**config.mk**
```make
export PLATFORM = sky130hd
export DESIGN_NAME = mem_byte_sequencer
export DESIGN_NICKNAME = d
export VERILOG_FILES = /design/src/rtl/mem_byte_sequencer.sv
export SDC_FILE = /design/constraint.sdc
export NUM_CORES = 1
export LEC_CHECK = 0
export BUFFER_PORTS_ARGS = -buffer_cell sky130_fd_sc_hd__clkbuf_2
export CAP_MARGIN = 30
export CORE_ASPECT_RATIO = 0.75
export CORE_MARGIN = 2
export CORE_UTILIZATION = 30
export CTS_BUF_LIST = sky130_fd_sc_hd__clkbuf_4
export CTS_CLUSTER_DIAMETER = 80
export DETAILED_ROUTE_END_ITERATION = 8
export PLACE_DENSITY = 0.48
export SLEW_MARGIN = 15
export SYNTH_ARGS = -nofsm -noshare
export SYNTH_HDL_FRONTEND = slang
export SYNTH_SLANG_ARGS = --single-unit
```
**constraint.sdc**
```tcl
create_clock -name clk -period 4 [get_ports clk]
set_clock_uncertainty 0.1 [all_clocks]
set_input_delay 0.4 -clock clk [delete_from_list [all_inputs] [get_ports clk]]
set_output_delay 0.4 -clock clk [all_outputs]
set_load 0.02 [all_outputs]
```
**src/rtl/mem_byte_sequencer.sv**
```systemverilog
// rtl/mem_byte_sequencer.sv - RV32I load/store sequenced onto a byte-wide, 1-cycle-latency RAM port
module mem_byte_sequencer #(
    parameter int ADDR_W = 13
) (
    input  logic              clk,
    input  logic              rst_n,
    input  logic              req_valid,
    output logic              req_ready,
    input  logic              req_we,
    input  logic [2:0]        req_funct3,
    input  logic [31:0]       req_addr,
    input  logic [31:0]       req_wdata,
    output logic              resp_valid,
    output logic              resp_err,
    output logic [31:0]       rdata,
    output logic              mem_en,
    output logic              mem_we,
    output logic [ADDR_W-1:0] mem_addr,
    output logic [7:0]        mem_din,
    input  logic [7:0]        mem_dout
);
    typedef enum logic [2:0] {IDLE, READ, DRAIN, WRITE, RESP} state_t;
    state_t state, state_nxt;

    logic [2:0]        funct3_q, funct3_d;
    logic [31:0]       wdata_q, wdata_d, rbuf_q, rbuf_d, rdata_d, word;
    logic [ADDR_W-1:0] base_q, base_d, mem_addr_d;
    logic [1:0]        cnt_q, cnt_d, cnt_inc, cnt_dec, cnt_last;
    logic              resp_valid_d, resp_err_d, mem_en_d, mem_we_d;
    logic [7:0]        mem_din_d;
    logic              accept, req_bad, unused_addr_hi;

    assign req_ready      = (state == IDLE);
    assign accept         = req_valid && req_ready;
    assign unused_addr_hi = ^req_addr[31:ADDR_W];
    assign cnt_inc        = cnt_q + 2'd1;
    assign cnt_dec        = cnt_q - 2'd1;
    // index of the final byte: 0 for B/BU, 1 for H/HU, 3 for W
    assign cnt_last       = {funct3_q[1], funct3_q[1] | funct3_q[0]};

    always_comb begin
        req_bad = 1'b0;
        case (req_funct3)
            3'b011, 3'b110, 3'b111: req_bad = 1'b1;
            default: ;
        endcase
        if (req_we && req_funct3[2]) req_bad = 1'b1;
        if (req_funct3[1:0] == 2'b01 && req_addr[0]) req_bad = 1'b1;
        if (req_funct3[1:0] == 2'b10 && req_addr[1:0] != 2'b00) req_bad = 1'b1;
    end

    always_ff @(posedge clk or negedge rst_n) begin
        if (!rst_n) state <= IDLE;
        else        state <= state_nxt;
    end

    always_comb begin
        state_nxt = state;
        case (state)
            IDLE:    if (accept) state_nxt = req_bad ? RESP : (req_we ? WRITE : READ);
            READ:    if (cnt_q == cnt_last) state_nxt = DRAIN;
            DRAIN:   state_nxt = RESP;
            WRITE:   if (cnt_q == cnt_last) state_nxt = RESP;
            RESP:    state_nxt = IDLE;
            default: state_nxt = IDLE;
        endcase
    end

    // Next values for the registered outputs; the RAM sees each address one edge after it is set.
    always_comb begin
        funct3_d     = funct3_q;
        wdata_d      = wdata_q;
        base_d       = base_q;
        cnt_d        = cnt_q;
        rbuf_d       = rbuf_q;
        rdata_d      = rdata;
        word         = rbuf_q;
        resp_valid_d = 1'b0;
        resp_err_d   = resp_err;
        mem_en_d     = 1'b0;
        mem_we_d     = 1'b0;
        mem_addr_d   = mem_addr;
        mem_din_d    = mem_din;
        case (state)
            IDLE: if (accept) begin
                funct3_d   = req_funct3;
                wdata_d    = req_wdata;
                base_d     = req_addr[ADDR_W-1:0];
                cnt_d      = 2'd0;
                resp_err_d = req_bad;
                if (req_bad) begin
                    resp_valid_d = 1'b1;
                    rdata_d      = '0;
                end else begin
                    mem_en_d   = 1'b1;
                    mem_we_d   = req_we;
                    mem_addr_d = req_addr[ADDR_W-1:0];
                    mem_din_d  = req_wdata[7:0];
                end
            end
            READ: begin
                if (cnt_q != 2'd0) rbuf_d[{cnt_dec, 3'b000} +: 8] = mem_dout;
                if (cnt_q != cnt_last) begin
                    mem_en_d   = 1'b1;
                    cnt_d      = cnt_inc;
                    mem_addr_d = base_q + ADDR_W'(cnt_inc);
                end
            end
            DRAIN: begin
                word[{cnt_q, 3'b000} +: 8] = mem_dout;
                case (funct3_q)
                    3'b000:  rdata_d = {{24{word[7]}}, word[7:0]};
                    3'b001:  rdata_d = {{16{word[15]}}, word[15:0]};
                    3'b100:  rdata_d = {24'h0, word[7:0]};
                    3'b101:  rdata_d = {16'h0, word[15:0]};
                    default: rdata_d = word;
                endcase
                resp_valid_d = 1'b1;
            end
            WRITE: begin
                if (cnt_q == cnt_last) begin
                    resp_valid_d = 1'b1;
                end else begin
                    mem_en_d   = 1'b1;
                    mem_we_d   = 1'b1;
                    cnt_d      = cnt_inc;
                    mem_addr_d = base_q + ADDR_W'(cnt_inc);
                    mem_din_d  = wdata_q[{cnt_inc, 3'b000} +: 8];
                end
            end
            default: ;
        endcase
    end

    always_ff @(posedge clk or negedge rst_n) begin
        if (!rst_n) begin
            funct3_q   <= '0;
            wdata_q    <= '0;
            base_q     <= '0;
            cnt_q      <= '0;
            rbuf_q     <= '0;
            rdata      <= '0;
            resp_valid <= 1'b0;
            resp_err   <= 1'b0;
            mem_en     <= 1'b0;
            mem_we     <= 1'b0;
            mem_addr   <= '0;
            mem_din    <= '0;
        end else begin
            funct3_q   <= funct3_d;
            wdata_q    <= wdata_d;
            base_q     <= base_d;
            cnt_q      <= cnt_d;
            rbuf_q     <= rbuf_d;
            rdata      <= rdata_d;
            resp_valid <= resp_valid_d;
            resp_err   <= resp_err_d;
            mem_en     <= mem_en_d;
            mem_we     <= mem_we_d;
            mem_addr   <= mem_addr_d;
            mem_din    <= mem_din_d;
        end
    end
endmodule

```
======== Word-level counts from Yosys, hierarchy flattened ========
Index checks and enable logic that the tools add are counted.
operators by class
  add/subtract/negate cells ............... 5
  bitwise gates (word level) .............. 1
  order comparisons ....................... 0
  multiplexer cells ....................... 41
  reductions and logical operators ........ 19
  equal/unequal tests ..................... 20
  shifts and indexed selects .............. 5
  div/mod/pow operators ................... 0
  $mul .................................... 0
operators with widths
  operator                                                                 number
  32-bit case mux with 4 select lines                                      1
  32-bit bitwise mux                                                       2
  32-bit 2-to-1 mux                                                        2
  32-bit case mux with 2 select lines                                      1
  8-bit by 7-bit variable shift with 32-bit output (first input constant)  2
  8-bit by 7-bit indexed part select with 32-bit output                    2
  13-bit 2-to-1 mux                                                        4
  13-bit case mux with 3 select lines                                      1
  32-bit by 6-bit indexed part select with 8-bit output                    1
  8-bit 2-to-1 mux                                                         3
  8-bit case mux with 2 select lines                                       1
  5-bit negation with 7-bit output                                         2
  13-bit by 2-bit adder with 13-bit output                                 1
  1-bit 2-to-1 mux                                                         13
  3-bit equality test (second input constant)                              4
  3-bit 2-to-1 mux                                                         4
  3-bit case mux with 4 select lines                                       1
  2-bit != test (second input constant)                                    5
  3-bit by 2-bit equality test with 1-bit output (second input constant)   3
  2-bit 2-to-1 mux                                                         4
  4-bit AND reduction                                                      2
  2-bit nonzero test                                                       4
  3-bit by 1-bit equality test with 1-bit output (second input constant)   2
  3-bit zero test                                                          2
  17 further kinds                                                         24
word-level totals
  memories ................................ 0
  bits in read-only memories .............. 0
  output and inout port bits .............. 58
  RAM bits ................................ 0
  latch bits .............................. 0
  register bits after elaboration ......... 142
  word-level logic and storage cells ...... 104

======== Longest topological paths before layout ========
  word-level depth ........................ 9
  mapped depth ............................ 11
  gate-level depth less buffers ........... 9

======== Worst setup path after synthesis ========
Ideal clock, no wire load.
  path kind ............................... reg-to-reg
  start ................................... reg cnt_q[0]
  end ..................................... reg mem_addr[12]
  slack ................................... 1.050 ns
  data arrival time ....................... 2.715 ns
  data required time ...................... 3.765 ns
  cell stages (with the launch flop) ...... 12
  library setup time ...................... 0.135 ns
  period minus slack after synthesis ...... 2.950 ns
  cells stage by stage .................... dfrtp_1 buf_6 inv_1 ha_1 inv_1 fa_1 and3b_1 buf_2 or4b_1 xnor2_1 mux2i_1 o21ai_0
between the ends
  longest elaborated chain between the ends .. 4
  elaborated cells between the ends (all ways) .. 10
ends and longest elaborated chain
  what                                      RTL line  text
  from (decl)                               28        logic [1:0] cnt_q, cnt_d, cnt_inc, cnt_dec, cnt_last;
  from (signal assigned)                    153       cnt_q <= cnt_d;
  2-bit by 1-bit adder with 2-bit output    36        assign cnt_inc = cnt_q + 2'd1;
  13-bit by 2-bit adder with 13-bit output  106, 127
  13-bit 2-to-1 mux (on tied branches)      121, 103
  13-bit case mux with 3 select lines       84        case (state)
  to (signal assigned)                      160       mem_addr <= mem_addr_d;
  to (decl)                                 18        output logic [ADDR_W-1:0] mem_addr,
Several ways; a longest one is shown, not always the timed one. The select of a mux whose other input is x is not followed.
A chain may end at the register's enable or synchronous reset.

======== Worst setup path in the final report ========
  start ................................... reg cnt_q[1]
  end ..................................... reg mem_addr[12]
Same word-level chain as after synthesis.

==> results.md <==
- Outcome: finished, final reports clean
- Mapped Cells: 742
- R2R depth: 9
- Crit start category: register
- Final WL: 18300 um
- Largest net degree at the start of global routing: 94
- #FFs+latches synth: 142
- Hold WC Path Type: input port to register
- WL/cell: 15.29 um
- GP Congestion: 0.7449
- Setup WS post-layout: between 1 and 1.5 ns
- Final Cycle Share: between 70% and 80%
- Area of the multi-input gates: about 3000 sq um
- Worst Setup EP: mem_addr[12]
- CTS Buf Count: 17
- Crit-path max FO: 8
- H-tree depth: 4
- Clock Tree Root: clkbuf_4
- Syn_area_per_cell: 9.190 sq um
- Fillers: around 2300
- Placed Cells: 1112
- Clock Sinks: about 140
- Ratio of cells with drive above 1 in the final layout: between 20% and 30%
- Synth Net Count: 830
- Critical Path AT: 3.36 ns
- Post-synth EDFFs: 0
- Reg clk slew, reported paths: 0.12 ns
- Synthesis-to-finish area growth: 24.15%
- CTS tree: done
- Setup-failing EPs final: 0
- R2r setup slk: 1.00 ns
- Tmin final: roughly 3.0 ns
- Total negative slack: 0 ns
- Fin util: 38.19%
- Ports: between 100 and 150
- PD cells: 771.0 nW/um^2
- Die footprint: 23960 sq um
- Reg2reg end: mem_addr[12]
- Critical register-to-register path startpoint: cnt_q[1]
- Worst Tran Pin Value: around 0.95 ns
- CTS resizes: 0
- Max-slew violations: 0
- Yosys cell types: 55
- Top FF cell, synth: dfrtp_1
- Worst skew pair latency: approximately 0.56 ns
- Initial antenna violation count: 1
- Reg area: between 3000 and 4000 sq um
- Async set-reset flop share out of synthesis: between 90% and 100%
- Avg Vias per Cell: 4.558
- Place WS: 1.002 ns
- Ys Warns: 0
- Achievable frequency: 0.3335 GHz
- Total GRT Usage: 16.16%
- Starting Density: 30.76%
- Hold Violations, Final: 0
- Wire length of the first global-routing pass: 29960 um
- Synthesized area: just under 7000 sq um
- CTS Buffer Depth: 2
- Slew headroom: 36.47%
- DP Area: 7627 sq um
- Row cnt: 47
- Antenna-violating nets left: 0
- Horiz. Die Dim: 178.1 um
- Total power: 6.527 mW
- Nets: 977
- RSZ-0062 raised after global routing: no
- Final instance area: about 8500 sq um
- Final HPWL from detailed placement: 12090 um
- Die Ht: between 100 and 150 um
- DRC viols: 0
- Count of maximum capacitance violations: 0
- Sequential share of the synthesized area: between 50% and 60%
- Total gr overflow: 0
- WP data required: ~4.4 ns
- Non-filler cells, final: around 1200
- Peak supply drop: 0.0002750 V
- Vias: 5456
- Endpoint class of the critical path: register
- Initial drt markers: 340
- Vias in the first global route: 5500
- Setup crit start: cnt_q[1]
- Postcts setup bufs: 0
- Core Box Area: between 20000 and 25000 sq um
- Leak: 4.152 nW
- IO Port Bufs: roughly 120
- Hold slack: about 0.066 ns
- Router iterations before antenna repair: 5
- Worst Setup Path Type: register to register
==> worst min-delay path by stage <==
stage / start / end / slack, ns / cells after the start
floorplan: rst_n / base_q[0] / 0.004 / 0
global placement: wdata_q[10] / wdata_q[10] / 0.36 / 2
detailed placement: wdata_q[1] / wdata_q[1] / 0.36 / 2
CTS: req_addr[1] / base_q[1] / 0.007 / 3
global route: req_addr[1] / base_q[1] / 0.04 / 3
finish: req_addr[1] / base_q[1] / 0.07 / 3
==> layer usage <==
layer  part of all wire (%)  up-vias  routed length, um  global-route usage (%)
met5                      0        -                  0                       0
met4                   0.60        0                110                   3.780
met3                    4.3        9                795                   3.660
met2                     44      117               8113                   24.81
met1                     51     2568               9282                   23.20
li1                       -     2762                  -                       -
==> placed cells by master, fill, tap and decap left out, types with 5 or more instances in the layout <==
| cell | count |
|---|---|
| ha_1 | 8 |
| nand3_1 | 6 |
| inv_1 | 24 |
| a22o_1 | 8 |
| nor2_1 | 13 |
| xnor2_1 | 7 |
| mux2_2 | 15 |
| clkbuf_4 | 19 |
| dfrtp_1 | 142 |
| nor2b_1 | 15 |
| buf_4 | 6 |
| o21ai_0 | 85 |
| dlygate4sd3_1 | 48 |
| clkinvlp_4 | 5 |
| o21ai_1 | 11 |
| mux4_1 | 5 |
| clkbuf_2 | 116 |
| a21oi_1 | 34 |
| nand2_1 | 253 |
| mux2i_1 | 9 |
==> what timing repair did <==
item | CTS | global route
endpoints found under the setup margin | 0 | 0
endpoints found under the hold margin | 145 | 0
hold buffers | 48 | 0
==> registers in the layout, summed over array words and instances, names as in the netlist <==
register,count
base_q,13
funct3_q,3
cnt_q,2
mem_en,1
state,3
resp_err,1
rdata,32
mem_we,1
mem_addr,13
mem_din,8
resp_valid,1
wdata_q,32
rbuf_q,32
==> layout make-up <==
class,count,area share (%)
sequential,142,41.97
multi-input combinational,528,34.95
timing repair buffer,176,14.01
tap,294,4.345
clock inverter,13,1.936
clock buffer,19,1.685
inverter,24,1.064
antenna,1,0.02956
==> critical path: stages (launching register included) <==
cell and delay [ns]:
dfrtp_1 0.50, inv_1 0.16, ha_1 0.32, inv_1 0.13, fa_1 0.45, and3b_1 0.34, or4b_1 0.50, xnor2_1 0.16
mux2i_1 0.08, o21ai_0 0.19
==> synthesized netlist by cell type, drive strengths merged, types with 2 or more instances <==
| cell | instances | area share, % |
|---|---|---|
| and3 | 4 | 0.37 |
| xor2 | 4 | 0.51 |
| dfrtp | 142 | 52 |
| nor2b | 15 | 1.4 |
| nor2 | 14 | 0.81 |
| and2 | 2 | 0.18 |
| nand2b | 2 | 0.18 |
| nand3 | 6 | 0.44 |
| mux2 | 16 | 2.6 |
| mux2i | 9 | 1.3 |
| clkbuf | 22 | 1.2 |
| nor4 | 3 | 0.28 |
| mux4 | 8 | 2.9 |
| o21ai | 97 | 7.2 |
| a22o | 8 | 1.0 |
| nand2 | 254 | 14 |
| a31oi | 3 | 0.50 |
| buf | 26 | 2.0 |
| nor3b | 3 | 0.48 |
| xnor2 | 7 | 0.90 |
| a211oi | 2 | 0.22 |
| o31ai | 4 | 0.44 |
| nor4b | 4 | 0.88 |
| nor3 | 5 | 0.44 |
| inv | 24 | 1.3 |
| ha | 8 | 1.5 |
| a21oi | 35 | 2.6 |
==> logic make-up (layout without fill, tap and decap cells) <==
group / after synthesis / in the layout / share of synthesized area, %
buffers and inverters: 72 / 232 / 4.550
other: 0 / 1 / 0
multiplexers: 33 / 33 / 6.881
XOR/XNOR: 11 / 11 / 1.413
flip-flops: 142 / 142 / 52.11
AO/OA/AOI/OAI: 154 / 154 / 12.79
adder cells (fa/ha/maj): 9 / 9 / 1.762
AND/OR/NAND/NOR: 321 / 321 / 20.50
==> where the power goes <==
| part | internal (mW) | switching [mW] | total, mW |
|---|---|---|---|
| clock network | 0.448 | 0.568 | 1.02 |
| registers | 2.08 | 0.432 | 2.51 |
| logic | 1.13 | 1.87 | 3.00 |
(Power assumes the default switching activity.)
